[src/rtl/pc_fetch_sequencer.sv]
// Sequencer for the program addresser: opcode fetch, PC increment, and two-byte
// absolute jumps / conditional branches. Every output is registered.
module pc_fetch_sequencer #(
  parameter int TIMEOUT = 16
) (
  input  logic       clock,
  input  logic       reset,
  input  logic       run,
  input  logic       mem_rdy,
  input  logic [7:0] mem_data,
  input  logic       cmd_valid,
  input  logic [1:0] cmd_type,
  input  logic       cond,
  output logic       cmd_ready,
  output logic [7:0] opcode,
  output logic       opcode_valid,
  output logic [4:0] ctrl_signals,
  output logic [7:0] pc_data,
  output logic       error,
  output logic [3:0] state_dbg
);

  // Command handshake: a command is taken on a rising clock edge where
  // cmd_valid and cmd_ready are both high; the decoder holds cmd_type/cond
  // stable while cmd_valid is high and ready is low.

  localparam logic [7:0] TIMEOUT_W = 8'(TIMEOUT);

  localparam logic [4:0] CTRL_SEL = 5'b00001;
  localparam logic [4:0] CTRL_PCH = 5'b00010;
  localparam logic [4:0] CTRL_PCL = 5'b00100;
  localparam logic [4:0] CTRL_IR  = 5'b01000;
  localparam logic [4:0] CTRL_RD  = 5'b10000;

  localparam logic [1:0] CMD_NEXT   = 2'b00;
  localparam logic [1:0] CMD_JUMP   = 2'b01;
  localparam logic [1:0] CMD_BRANCH = 2'b10;
  localparam logic [1:0] CMD_HALT   = 2'b11;

  typedef enum logic [3:0] {
    IDLE, FETCH, INC, DISPATCH, OP_RD, OP_INC, LOAD_LO, LOAD_HI, HALT
  } state_t;

  state_t     state, state_n;
  logic [7:0] lo, lo_n, hi, hi_n;
  logic [7:0] to_cnt, to_cnt_n, to_cnt_inc;
  logic       take, take_n;
  logic       op_idx, op_idx_n;
  logic       run_low, run_low_n;
  logic [7:0] opcode_n, pc_data_n;
  logic [4:0] ctrl_n;
  logic       cmd_ready_n, opcode_valid_n, error_n;
  logic       mem_rd, accept;

  assign mem_rd     = (state == FETCH) || (state == OP_RD);
  assign accept     = cmd_valid & cmd_ready;
  assign to_cnt_inc = to_cnt + 8'd1;
  assign state_dbg  = state;

  always_comb begin
    state_n   = state;
    lo_n      = lo;
    hi_n      = hi;
    take_n    = take;
    op_idx_n  = op_idx;
    run_low_n = run_low;
    opcode_n  = opcode;
    error_n   = error;
    to_cnt_n  = 8'd0;

    case (state)
      IDLE: if (run) state_n = FETCH;
      FETCH: begin
        if (mem_rdy) begin
          opcode_n = mem_data;
          state_n  = INC;
        end
      end
      INC: state_n = DISPATCH;
      DISPATCH: begin
        if (accept) begin
          op_idx_n = 1'b0;
          case (cmd_type)
            CMD_NEXT: state_n = FETCH;
            CMD_JUMP: begin
              take_n  = 1'b1;
              state_n = OP_RD;
            end
            CMD_BRANCH: begin
              take_n  = cond;
              state_n = OP_RD;
            end
            CMD_HALT: begin
              run_low_n = 1'b0;
              state_n   = HALT;
            end
            default: state_n = DISPATCH;
          endcase
        end
      end
      OP_RD: begin
        if (mem_rdy) begin
          // An untaken branch still consumes both operand bytes but keeps neither.
          if (take && !op_idx) lo_n = mem_data;
          if (take && op_idx)  hi_n = mem_data;
          state_n = OP_INC;
        end
      end
      OP_INC: begin
        if (!op_idx) begin
          op_idx_n = 1'b1;
          state_n  = OP_RD;
        end else begin
          state_n = take ? LOAD_LO : FETCH;
        end
      end
      LOAD_LO: state_n = LOAD_HI;
      LOAD_HI: state_n = FETCH;
      HALT: begin
        if (!run)        run_low_n = 1'b1;
        else if (run_low) state_n  = FETCH;
      end
      default: state_n = IDLE;
    endcase

    // A memory read that stalls too long overrides whatever the FSM chose.
    if (mem_rd && !mem_rdy) begin
      if (to_cnt_inc >= TIMEOUT_W) begin
        error_n   = 1'b1;
        run_low_n = 1'b0;
        state_n   = HALT;
      end else begin
        to_cnt_n = to_cnt_inc;
      end
    end

    ctrl_n         = 5'b00000;
    pc_data_n      = pc_data;
    cmd_ready_n    = 1'b0;
    opcode_valid_n = 1'b0;
    case (state_n)
      FETCH, OP_RD: ctrl_n = CTRL_RD;
      INC: begin
        ctrl_n         = CTRL_PCL | CTRL_PCH | CTRL_IR;
        opcode_valid_n = 1'b1;
      end
      OP_INC:   ctrl_n = CTRL_PCL | CTRL_PCH;
      LOAD_LO: begin
        ctrl_n    = CTRL_SEL | CTRL_PCL;
        pc_data_n = lo;
      end
      LOAD_HI: begin
        ctrl_n    = CTRL_SEL | CTRL_PCH;
        pc_data_n = hi;
      end
      DISPATCH: cmd_ready_n = run;
      default:  ctrl_n = 5'b00000;
    endcase
  end

  always_ff @(posedge clock or posedge reset) begin
    if (reset) begin
      state        <= IDLE;
      lo           <= 8'd0;
      hi           <= 8'd0;
      to_cnt       <= 8'd0;
      take         <= 1'b0;
      op_idx       <= 1'b0;
      run_low      <= 1'b0;
      opcode       <= 8'd0;
      pc_data      <= 8'd0;
      ctrl_signals <= 5'd0;
      cmd_ready    <= 1'b0;
      opcode_valid <= 1'b0;
      error        <= 1'b0;
    end else begin
      state        <= state_n;
      lo           <= lo_n;
      hi           <= hi_n;
      to_cnt       <= to_cnt_n;
      take         <= take_n;
      op_idx       <= op_idx_n;
      run_low      <= run_low_n;
      opcode       <= opcode_n;
      pc_data      <= pc_data_n;
      ctrl_signals <= ctrl_n;
      cmd_ready    <= cmd_ready_n;
      opcode_valid <= opcode_valid_n;
      error        <= error_n;
    end
  end

endmodule

[config.mk]
export PLATFORM = sky130hd
export DESIGN_NAME = pc_fetch_sequencer
export DESIGN_NICKNAME = d
export VERILOG_FILES = /design/src/rtl/pc_fetch_sequencer.sv
export SDC_FILE = /design/constraint.sdc
export NUM_CORES = 1
export LEC_CHECK = 0
export BUFFER_PORTS_ARGS = -buffer_cell sky130_fd_sc_hd__buf_4
export CORE_MARGIN = 5
export CORE_UTILIZATION = 52
export CTS_BUF_LIST = sky130_fd_sc_hd__clkbuf_4
export DETAILED_ROUTE_END_ITERATION = 10
export GPL_ROUTABILITY_DRIVEN = 0
export PLACE_DENSITY = 0.78
export SLEW_MARGIN = 20
export SYNTH_ARGS = -nofsm -noshare
export SYNTH_HDL_FRONTEND = slang
export SYNTH_SLANG_ARGS = --single-unit
[constraint.sdc]
create_clock -name clock -period 1.94 [get_ports clock]
set_clock_uncertainty 0.15 [all_clocks]
set_input_delay 0.194 -clock clock [delete_from_list [all_inputs] [get_ports clock]]
set_output_delay 0.194 -clock clock [all_outputs]
set_load 0.05 [all_outputs]
Word level (Yosys, flattened, before mapping)
Cells that the tools add are included.

storage, ports and cells
  word-level logic and storage cells = 81
  input port bits = 16
  memories = 0
  memory bits (read-only) = 0
  output and inout bits = 28
  latch bits = 0
  memory bits (writable) = 0
  register bits = 55

cells by class
  multiply operators = 0
  equality and inequality tests = 19
  shift-type cells = 0
  magnitude comparators = 1
  muxes and demuxes = 27
  add/sub/neg operators = 1
  bitwise gates (word level) = 1
  div/mod/pow operators = 0
  reductions and logical operators = 19

operators with widths
  kind                                                                                  number
  4-bit case mux with 9 select lines                                                    1
  4-bit by 3-bit equality test with 1-bit output (second input constant)                8
  4-bit two-way mux                                                                     8
  5-bit case mux with 5 select lines                                                    1
  4-bit by 2-bit equality test with 1-bit output (second input constant)                4
  8-bit two-way mux                                                                     2
  8-bit case mux with 2 select lines                                                    1
  4-bit case mux with 3 select lines                                                    1
  3-bit AND reduction                                                                   3
  8-bit by 1-bit adder with 8-bit output (second input constant)                        1
  4-bit by 1-bit equality test with 1-bit output (second input constant)                2
  8-bit by 5-bit greater-or-equal comparator with 1-bit output (second input constant)  1
  1-bit two-way mux                                                                     8
  3-bit two-way mux                                                                     2
  1-bit case mux with 2 select lines                                                    3
  2-bit AND reduction                                                                   3
  2-bit nonzero test                                                                    3
  2-bit equality test (second input constant)                                           2
  4-bit equality test (second input constant)                                           1
  4-bit zero test                                                                       1
  2-bit OR reduction                                                                    2
  1-bit logical AND                                                                     3
  2-bit by 1-bit equality test with 1-bit output (second input constant)                1
  1-bit zero test                                                                       2
  other kinds (4)                                                                       4

Depth between registers and ports, before layout
Gate-level depths: netlist of run 1.

  depth after elaboration = 10
  mapped depth = 8
  mapped depth without buffers = 6

Least setup slack after synthesis of run 1
No wires, ideal clock.

  path kind = flip-flop to flip-flop
  start point = register state[0] (netlist: state_dbg[0])
  end point = register ctrl_signals[4]
  arrival time = 1988 ps
  setup slack = -285 ps
  stages on the path, launching flop included = 7
  data required time = 1703 ps
  path buffers = 1
  setup time = 87 ps
  clock period less this slack = 2225 ps
  path through = dfrtp_1 -> buf_2 -> nand2_1 -> nor4_4 -> a22oi_2 -> or3_1 -> a211oi_2

between the ends
  word-level cells in the longest chain between the ends = 8
  elaborated cells between the ends (all ways) = 28
  those cells by class = 14 x eq/ne; 10 x mux; 4 x reduce/logical

RTL lines
  what                                                                                                              line  RTL
  start: declaration                                                                                                44    state_t state, state_n;
  start signal: assignment                                                                                          177   state <= state_n;
  4-bit two-way mux                                                                                                 121   else if (run_low) state_n = FETCH;
  4-bit two-way mux                                                                                                 120   if (!run) run_low_n = 1'b1;
  4-bit case mux with 9 select lines                                                                                71    case (state)
  4-bit two-way mux                                                                                                 128   if (to_cnt_inc >= TIMEOUT_W) begin
  4-bit two-way mux (*)                                                                                             127   if (mem_rd && !mem_rdy) begin
  4-bit by 1-bit equality test with 1-bit output or 4-bit by 3-bit equality test with 1-bit output (tied branches)  141   case (state_n)
  2-bit OR reduction                                                                                                141
  5-bit case mux with 5 select lines (*)                                                                            141
  named net ctrl_n[4]                                                                                               51    logic [4:0] ctrl_n;
  end signal: assignment                                                                                            186   ctrl_signals <= ctrl_n;
  end: declaration                                                                                                  17    output logic [4:0] ctrl_signals,

Mark *: on every way through the listed nets, which the timed path passes. The rest lies on a longest branch.
A chain may end at the register's enable or synchronous reset.

Final worst setup path of run 1
  start point = register to_cnt[1]
  end point = register ctrl_signals[2]

between the ends
  word-level cells in the longest chain between the ends = 7
  elaborated cells between the ends (all ways) = 12
  those cells by class = 1 x add/sub; 1 x order compare; 6 x eq/ne; 3 x mux; 1 x reduce/logical

RTL lines
  what                                                                                                              line  RTL
  start: declaration                                                                                                46    logic [7:0] to_cnt, to_cnt_n, to_cnt_inc;
  start signal: assignment                                                                                          180   to_cnt <= to_cnt_n;
  8-bit by 1-bit adder with 8-bit output (*)                                                                        57    assign to_cnt_inc = to_cnt + 8'd1;
  8-bit by 5-bit greater-or-equal comparator with 1-bit output (*)                                                  128
  4-bit two-way mux (*)                                                                                             128
  4-bit two-way mux (*)                                                                                             127
  named net state_n[3]                                                                                              44
  4-bit by 1-bit equality test with 1-bit output or 4-bit by 3-bit equality test with 1-bit output (tied branches)  141
  2-bit OR reduction                                                                                                141
  5-bit case mux with 5 select lines (*)                                                                            141
  named net ctrl_n[2]                                                                                               51

Marked as above.

==> results.sh, run 1 <==
export IMPL_diodes=0
export IMPL_ys_seq_elements=55
export IMPL_rsz0062_at_grt="true"
export IMPL_placed_cells=320
export IMPL_dieWidth_um=78.2
export IMPL_critPathBufInv=0
export IMPL_ioPinCount=44
export IMPL_hp_class="input pin to flip-flop"
export IMPL_clk_path_buf_depth=2
export IMPL_gr_max_usage_layer="met2"
export IMPL_intPower_mw=2.53
export IMPL_max_freq_mhz=520
export IMPL_end_kind="flip-flop"
export IMPL_cts_root_buf="clkbuf_4"
export IMPL_synth_warnings=0
export IMPL_drt_iter0_markers=128
export IMPL_first_global_vias=1891
export IMPL_fp_dieArea_sq_mm=0.00612
export IMPL_grt_start_max_net_pins=56
export IMPL_cts_tree="built"
export IMPL_leakage_nw=1.61
export IMPL_wirelength_um=5360
export IMPL_synth_edff_count=0
export IMPL_slew_violations=0
export IMPL_setup_violations=0
export IMPL_met1_usage=0.246
export IMPL_portBuffers=43
export IMPL_rows=24
export IMPL_initial_utilization=0.544
export IMPL_synth_most_common_cell="dfrtp_1"
export IMPL_seq_power_share=0.366
export IMPL_clk_pin_slew_worst_paths_ns=0.15
export IMPL_drv_cap=0
export IMPL_cts_max_level=2
export IMPL_synthTopCellsByCount="dfrtp_1, nand2_1, mux2_2, o21ai_0"
export IMPL_fill_cells=329
export IMPL_crit_type="flip-flop to flip-flop"
export IMPL_vias=1841
export IMPL_area_delta_synth_final_pct=32.7
export IMPL_combPwrFrac=0.462
export IMPL_synthDistinctLibCells=44
export IMPL_hold_viol=0
export IMPL_cts_sinks=55
export IMPL_slowest_delay_ns=0.43
export IMPL_synth_top_flop_cell="dfrtp_1"
export IMPL_clk_latency_ns=0.37
export IMPL_period_share=0.990
export IMPL_crit_path_frequent_cell="o21ai_2"
export IMPL_antenna_found_initial=0
export IMPL_core_area_sq_mm=0.00444
export IMPL_dp_hpwl_um=3680
export IMPL_status="finished clean"
export IMPL_critPathSlowestCell="dfrtp_1"
export IMPL_gr_total_overflow=0
export IMPL_cp_max_fo=3
export IMPL_ys_top_cells_by_area="dfrtp_1, mux2_2, nand2_1, mux2i_1, o21ai_0"
export IMPL_p_sw_mw=1.95
export IMPL_grt_use_total=0.189
export IMPL_final_net_count=311
export IMPL_p_per_area_mw_per_mm2=1400
export IMPL_swShare=0.435
export IMPL_route_antenna_remaining_nets=0
export IMPL_period_needed_ns=1.92
export IMPL_ys_seq_area_frac=0.569
export IMPL_wl_per_cell_um=15.6
export IMPL_synth_top_area_share=0.569
export IMPL_crit_required_ns=2.05
export IMPL_syn_cell_area_sq_mm=0.00242
export IMPL_ir_drop_mv=0.933
export IMPL_arrival_ns=2.03
export IMPL_drt_pass1_iterations=4
export IMPL_drive_gt1_frac=0.370
export IMPL_syn_area_per_cell_sq_um=11.2
export IMPL_viasPerCell=5.35
export IMPL_grt_util_met2=0.301
export IMPL_critPathTopFamily="compound AO/OA/AOI/OAI gates"
export IMPL_grt_first_pass_wirelength_um=9130
export IMPL_synthArstFlopShare=1.00
export IMPL_power_mw=4.48
export IMPL_gr_usage_met3=0.0400
export IMPL_pwr_share_clk=0.172
export IMPL_drc=0
export IMPL_cts_buffers=5
export IMPL_die_h_um=78.2
export IMPL_crit_chain="ha_2 > a311oi_2 > a41oi_2 > o21ai_2 > o21ai_2 > o41ai_2"
export IMPL_finalNonFillerCells=344
export IMPL_start_kind="flip-flop"
export IMPL_yosysTopAreaCell="dfrtp_1"
export IMPL_syn_inst=216
-- repair_timing --
action | 4_1_cts | 5_1_grt
setup buffers | 0 | 5
endpoints found under the setup margin | 1 | 12
resized for setup | 2 | 9
pin swaps | 0 | 5
gates cloned | 0 | 0
hold buffers | 11 | 0
endpoints found under the hold margin | 82 | 0
-- final timing paths --
kind | to | from | slack [ns] | cells after the start
max | ctrl_signals[2]$_DFF_PP0_ | to_cnt[1]$_DFF_PP0_ | 0.02 | 6
min | take$_DFFE_PP0P_ | cmd_type[1] | 0.03 | 3
max reg2reg | ctrl_signals[2]$_DFF_PP0_ | to_cnt[1]$_DFF_PP0_ | 0.02 | 6
min reg2reg | to_cnt[0]$_DFF_PP0_ | to_cnt[0]$_DFF_PP0_ | 0.34 | 1
max in group asynchronous | state_dbg[1]$_DFF_PP0_ | reset | 1.12 | 4
min in group asynchronous | opcode[2]$_DFFE_PP0P_ | reset | 0.27 | 4
-- kinds of logic after synthesis --
kind of cell	Yosys count	share of synthesized area
multiplexers	26	0.116
XOR/XNOR	3	0.0109
other	1	0.00155
AO/OA/AOI/OAI	30	0.0828
AND/OR/NAND/NOR	79	0.163
buffers and inverters	18	0.0362
adder cells (fa/ha/maj)	4	0.0207
flip-flops	55	0.569
-- final cells by class --
type                            count  area [sq um]  share of cell area
Multi-Input combinational cell    146          1020               0.317
Inverter                            7          26.3             0.00819
Timing Repair Buffer               76           614               0.191
Sequential cell                    55          1380               0.431
Tap cell                           52          65.1              0.0203
Clock buffer                        6          45.0              0.0140
Clock inverter                      2          60.1              0.0187
-- cells in the final DEF, fill, tap and decap left out, types with 5 or more instances in the layout --
master	Yosys	layout
clkbuf_4	0	6
buf_4	1	63
mux2i_1	10	10
dfrtp_1	55	50
dfrtp_2	0	5
nand2_1	30	29
o21ai_1	0	8
mux2_2	16	16
inv_1	6	5
nand3_1	12	12
nand2b_1	5	5
nor2_1	12	11
dlygate4sd3_1	0	11
-- per-layer routing --
metal,vias to the layer above,share of wire
met1,885,0.44
met3,13,0.047
met5,-,0
met2,48,0.49
met4,0,0.028
li1,895,-
-- power groups by stage --
| stage | Clock (mW) | Combinational (mW) | Sequential (mW) |
|---|---|---|---|
| 2_1_floorplan | 0 | 0.626 | 2.36 |
| 3_3_place_gp | 0 | 1.94 | 1.65 |
| 3_5_place_dp | 0 | 1.96 | 1.66 |
| 4_1_cts | 0.777 | 2.00 | 1.64 |
| 5_1_grt | 0.838 | 2.19 | 1.69 |
| 6_report | 0.769 | 2.07 | 1.64 |
-- stage by stage --
| step | setup slack, ns | TNS (ns) | hold WS, ns | util | area (sq um) |
|---|---|---|---|---|---|
| after floorplan | -0.0911 | -0.896 | 0.149 | - | 2460 |
| after global placement | 0.0951 | 0 | 0.122 | 0.655 | 2910 |
| after detailed placement | 0.0296 | 0 | 0.129 | 0.655 | 2910 |
| after CTS | 0.00210 | 0 | 0.0172 | 0.705 | 3130 |
| after global routing | -0.124 | -0.257 | 0.0386 | 0.722 | 3210 |
| final | 0.0187 | 0 | 0.0302 | 0.722 | 3210 |
-- worst reg2reg max path: stages (launching register included) --
cell and delay (ns):
dfrtp_1 0.43, ha_2 0.20, a311oi_2 0.28, a41oi_2 0.08
o21ai_2 0.19, o21ai_2 0.10, o41ai_2 0.39
-- registers in the layout, summed over array words and instances, names as in the netlist, 4 cells and up --
| register | count |
|---|---|
| opcode | 8 |
| pc_data | 8 |
| state_dbg | 4 |
| to_cnt | 8 |
| ctrl_signals | 5 |
| hi | 8 |
| lo | 8 |
No activity file was read; power rests on OpenSTA's default activity.
==> inputs of run 2 (changes only) <==
Settings changed: CORE_UTILIZATION 52 to 35, PLACE_DENSITY 0.78 to not set.
==> run 2 against run 1 <==
  * The run now ends with negative hold slack left
  * Final cell count grew 7.6%
  * Combinational power shrank 3%
  * Die area grew 42%
  * Setup slack gained 0.058 ns
  * Core utilization shrank 25 points
  * Critical path depth shrank 1
  * Critical endpoint is now ctrl_signals[4]$_DFF_PP0_
  * Largest cell class unchanged
  * Largest power group unchanged
  * Highest routed layer unchanged
==> results.sh, run 2 (synthesis results as in run 1) <==
export IMPL_hp_class="input pin to flip-flop"
export IMPL_start_kind="flip-flop"
export IMPL_end_kind="flip-flop"
export IMPL_status="finished, violations left"
export IMPL_top_layer_used="met4"
export IMPL_cts_root_buf="clkbuf_4"
export IMPL_diodes=0
export IMPL_crit_reg2reg_launch="state_dbg[0]$_DFF_PP0_"
export IMPL_fill_cells=647
export IMPL_fin_ws_ns=0.0770
export IMPL_hold_viol=1
export IMPL_dr_wl_met3_um=213
export IMPL_whs_ns=-0.00386
export IMPL_clk_path_buf_depth=2
export IMPL_vias=1785
export IMPL_r2r_end="ctrl_signals[4]$_DFF_PP0_"
export IMPL_area_delta_synth_final_pct=31.8
export IMPL_die_h_um=93.1
export IMPL_cts_buffers=5
export IMPL_ioPinCount=44
export IMPL_drive_gt1_frac=0.352
export IMPL_p_per_area_mw_per_mm2=1350
export IMPL_max_freq_mhz=537
export IMPL_cp_endpoint="ctrl_signals[4]$_DFF_PP0_"
export IMPL_route_antenna_remaining_nets=0
export IMPL_viasPerCell=4.82
export IMPL_crit_required_ns=2.10
export IMPL_slew_violations=0
export IMPL_final_util=0.472
export IMPL_fp_dieArea_sq_mm=0.00867
export IMPL_clk_latency_ns=0.38
export IMPL_violations="negative hold slack"
export IMPL_initial_utilization=0.358
export IMPL_dp_hpwl_um=3770
export IMPL_cts_max_level=2
export IMPL_grt_use_total=0.134
export IMPL_period_needed_ns=1.86
export IMPL_clk_pin_slew_worst_paths_ns=0.16
export IMPL_arrival_ns=2.02
export IMPL_leakage_nw=1.60
export IMPL_drv_cap=0
export IMPL_cp_max_fo=10
export IMPL_cts_tree="built"
export IMPL_pre_cts_slack_ns=-0.0281
export IMPL_multi_input_area_sq_mm=0.00100
export IMPL_antenna_found_initial=0
export IMPL_r2r_cells=5
export IMPL_m1WireLength_um=2440
export IMPL_gr_total_overflow=0
export IMPL_drt_iter0_markers=49
export IMPL_rrSetupSlack_ns=0.08
export IMPL_final_net_count=309
export IMPL_ff_latch_area_sq_mm=0.00138
export IMPL_setup_violations=0
export IMPL_rows=30
export IMPL_crit_type="flip-flop to flip-flop"
export IMPL_grt_start_max_net_pins=56
export IMPL_final_common_cell="buf_4"
export IMPL_portBuffers=43
export IMPL_cts_sinks=55
export IMPL_drc=0
export IMPL_rsz0062_at_grt="true"
export IMPL_final_cell_mix="buf_4, dfrtp_1, nand2_1"
export IMPL_drt_pass1_iterations=4
export IMPL_period_share=0.960
export IMPL_startpoint="state_dbg[0]$_DFF_PP0_"
export IMPL_first_global_vias=1838
export IMPL_wl_met2_um=2690
export IMPL_ir_drop_mv=0.586
export IMPL_core_area_sq_mm=0.00676
export IMPL_grt_first_pass_wirelength_um=9040
export IMPL_dieWidth_um=93.1
export IMPL_wl_per_cell_um=14.7
export IMPL_wirelength_um=5430
## run 2: changes by cell type in the layout (fill, tap and decap cells not counted), sizes merged
cell	change
inv	+1
buf	-2
clkinv	+1
clkbuf	-1
bufinv	-1
## run 2: stage by stage
step / power, mW / instances / instance area [sq um] / TNS [ns]
after floorplan: 2.99 / 219 / 2460 / -0.896
after global placement: 3.59 / 347 / 2940 / 0
after detailed placement: 3.60 / 347 / 2940 / -0.0281
after CTS: 4.28 / 366 / 3130 / 0
after global routing: 4.51 / 370 / 3190 / -0.0222
final: 4.29 / 370 / 3190 / 0
## run 2: what timing repair did
item	4_1_cts	5_1_grt
buffers inserted	0	4
hold buffers	11	0
setup endpoints to repair	1	8
hold endpoints to repair	82	0
pin swaps	0	1
resized for setup	1	6
## run 2: final cells by class
cell class / count / area share
Clock buffer: 5 / 0.0118
Clock inverter: 3 / 0.0133
Inverter: 7 / 0.00824
Multi-Input combinational cell: 146 / 0.314
Sequential cell: 55 / 0.434
Tap cell: 80 / 0.0314
Timing Repair Buffer: 74 / 0.187
## run 2: worst min-delay path by stage
stage           startpoint                         to  slack (ns)  cells after the start
6_report           mem_rdy          error$_DFFE_PP0P_      -0.004                      4
5_1_grt            mem_rdy          error$_DFFE_PP0P_       0.003                      4
4_1_cts        cmd_type[1]           take$_DFFE_PP0P_       0.002                      3
3_5_place_dp         reset  ctrl_signals[3]$_DFF_PP0_        0.13                      3
3_3_place_gp         reset  ctrl_signals[3]$_DFF_PP0_        0.13                      3
2_1_floorplan  mem_data[0]      opcode[0]$_DFFE_PP0P_        0.15                      2
## run 2: worst max-delay path: stages (launching register included)
cell	delay, ns
dfrtp_2	0.51
nand2_4	0.07
nor4_4	0.36
a22oi_2	0.15
or3_4	0.35
a211oi_2	0.19
## run 2: per-layer routing
layer	vias to the layer above	GRT usage
li1	886	-
met2	33	0.222
met3	6	0.0290
met5	-	0
met1	860	0.171
met4	0	0.0549
## run 2: power breakdown
group / internal [mW] / leakage (nW) / switching, mW
combinational: 0.661 / 0.862 / 1.35
sequential: 1.41 / 0.691 / 0.221
clock: 0.273 / 0.0432 / 0.372
==> inputs of run 3 (changes only) <==
Settings changed: SETUP_SLACK_MARGIN set to 0.4.
==> run 3 against run 2 <==
  * The flow now finishes without violations
  * Largest cell class unchanged
  * Routed wire length grew 13%
  * Core utilization grew 7.3 points
  * Non-clock buffer count grew 24
  * Worst hold slack gained 0.024 ns
  * Die area is the same
==> results.sh, run 3 (synthesis results as in run 1) <==
export IMPL_status="finished clean"
export IMPL_wirelength_um=6120
export IMPL_pre_cts_slack_ns=0.0291
export IMPL_cts_tree="built"
export IMPL_slew_violations=0
export IMPL_drv_cap=0
export IMPL_whs_ns=0.0205
export IMPL_die_h_um=93.1
export IMPL_grt_start_max_net_pins=49
export IMPL_p_per_area_mw_per_mm2=1300
export IMPL_drt_iter0_markers=89
export IMPL_rsz0062_at_grt="true"
export IMPL_r2r_cells=5
export IMPL_intPower_mw=2.66
export IMPL_viasPerCell=4.94
export IMPL_final_net_count=333
export IMPL_max_freq_mhz=541
export IMPL_gr_total_overflow=0
export IMPL_critPathSlowestCell="or4_4"
export IMPL_final_common_cell="buf_4"
export IMPL_cts_root_buf="clkbuf_4"
export IMPL_grt_first_pass_wirelength_um=10200
export IMPL_period_needed_ns=1.85
export IMPL_cp_endpoint="ctrl_signals[1]$_DFF_PP0_"
export IMPL_arrival_ns=1.98
export IMPL_fill_cells=593
export IMPL_cts_buffers=5
export IMPL_crit_reg2reg_launch="state_dbg[1]$_DFF_PP0_"
export IMPL_slowest_delay_ns=0.50
export IMPL_first_global_vias=2097
export IMPL_cts_sinks=55
export IMPL_diodes=0
export IMPL_startpoint="state_dbg[1]$_DFF_PP0_"
export IMPL_ir_drop_mv=0.649
export IMPL_vias=1947
export IMPL_swShare=0.443
export IMPL_r2r_end="ctrl_signals[1]$_DFF_PP0_"
export IMPL_hp_class="input pin to flip-flop"
export IMPL_clk_path_buf_depth=2
export IMPL_initial_utilization=0.358
export IMPL_clk_latency_ns=0.37
export IMPL_crit_chain="buf_4 > or4_4 > o221ai_2 > nor2_2 > o31ai_1"
export IMPL_fin_ws_ns=0.0920
export IMPL_grt_use_total=0.149
export IMPL_combPwrFrac=0.519
export IMPL_drt_pass1_iterations=4
export IMPL_pwr_share_clk=0.139
export IMPL_crit_required_ns=2.07
export IMPL_area_delta_synth_final_pct=52.1
export IMPL_hold_viol=0
export IMPL_cp_max_fo=4
export IMPL_p_sw_mw=2.12
export IMPL_seq_power_share=0.341
export IMPL_portBuffers=43
export IMPL_route_antenna_remaining_nets=0
export IMPL_clk_pin_slew_worst_paths_ns=0.15
export IMPL_drive_gt1_frac=0.506
export IMPL_rrSetupSlack_ns=0.09
export IMPL_setup_violations=0
export IMPL_antenna_found_initial=0
export IMPL_crit_type="flip-flop to flip-flop"
export IMPL_dp_hpwl_um=3880
export IMPL_cts_max_level=2
export IMPL_fp_dieArea_sq_mm=0.00867
export IMPL_end_kind="flip-flop"
export IMPL_start_kind="flip-flop"
export IMPL_final_cell_mix="buf_4, dfrtp_1, nand2_1"
export IMPL_leakage_nw=1.79
export IMPL_ioPinCount=44
export IMPL_period_share=0.953
export IMPL_drc=0
export IMPL_rows=30
export IMPL_dieWidth_um=93.1
export IMPL_core_area_sq_mm=0.00676
export IMPL_wl_per_cell_um=15.5
## run 3: power by group through the flow
stage | registers, mW | clock network, mW | logic, mW
2_1_floorplan | 2.37 | 0 | 0.681
3_3_place_gp | 1.66 | 0 | 1.97
3_5_place_dp | 1.66 | 0 | 1.99
4_1_cts | 1.62 | 0.686 | 2.34
5_1_grt | 1.67 | 0.743 | 2.64
6_report | 1.63 | 0.665 | 2.48
## run 3: layout make-up
cell class              count  area, sq um  share of cell area
clock buffers               6         45.0              0.0122
clock inverters             2         38.8              0.0105
inverters                   7         31.3             0.00850
multi-input cells         146         1220               0.332
flip-flops and latches     55         1380               0.376
well taps                  80          100              0.0272
repair buffers             98          862               0.234
## run 3: repair_timing
| action | CTS | global route |
|---|---|---|
| gates cloned | 1 | 0 |
| pin swaps | 14 | 10 |
| resized for setup | 50 | 24 |
| setup endpoints to repair | 49 | 51 |
| setup buffers | 17 | 6 |
| hold endpoints to repair | 82 | 0 |
| hold buffers | 11 | 0 |
## run 3: worst min path at each step
stage / startpoint / to / slack (ns) / depth (start not counted)
2_1_floorplan: reset / ctrl_signals[0]$_DFF_PP0_ / 0.12 / 1
4_1_cts: cmd_type[1] / take$_DFFE_PP0P_ / 0.009 / 3
3_3_place_gp: reset / opcode[5]$_DFFE_PP0P_ / -0.006 / 2
5_1_grt: mem_rdy / ctrl_signals[1]$_DFF_PP0_ / 0.03 / 3
6_report: cmd_type[1] / take$_DFFE_PP0P_ / 0.02 / 3
3_5_place_dp: reset / opcode[5]$_DFFE_PP0P_ / -0.006 / 2
## run 3: worst max-delay path, delay by kind of cell (launching register included)
| family | cells | cell delay (ns) |
|---|---|---|
| AO/OA/AOI/OAI | 2 | 0.37 |
| buffers and inverters | 1 | 0.15 |
| flip-flops | 1 | 0.48 |
| AND/OR/NAND/NOR | 2 | 0.60 |
## run 3: layer usage
layer	vias to the layer above	track usage	part of all wire
li1	933	-	-
met1	968	0.188	0.42
met2	36	0.260	0.52
met3	10	0.0282	0.038
met4	0	0.0440	0.016
met5	-	0	0
## run 3: through the flow
stage	setup TNS, ns	cells	utilization	instance area [sq um]	power, mW
2_1_floorplan	-0.880	219	-	2540	3.05
3_3_place_gp	0	351	0.448	3030	3.63
3_5_place_dp	0	351	0.448	3030	3.65
4_1_cts	0	388	0.524	3540	4.65
5_1_grt	-0.00165	394	0.545	3680	5.05
6_report	0	394	0.545	3680	4.78
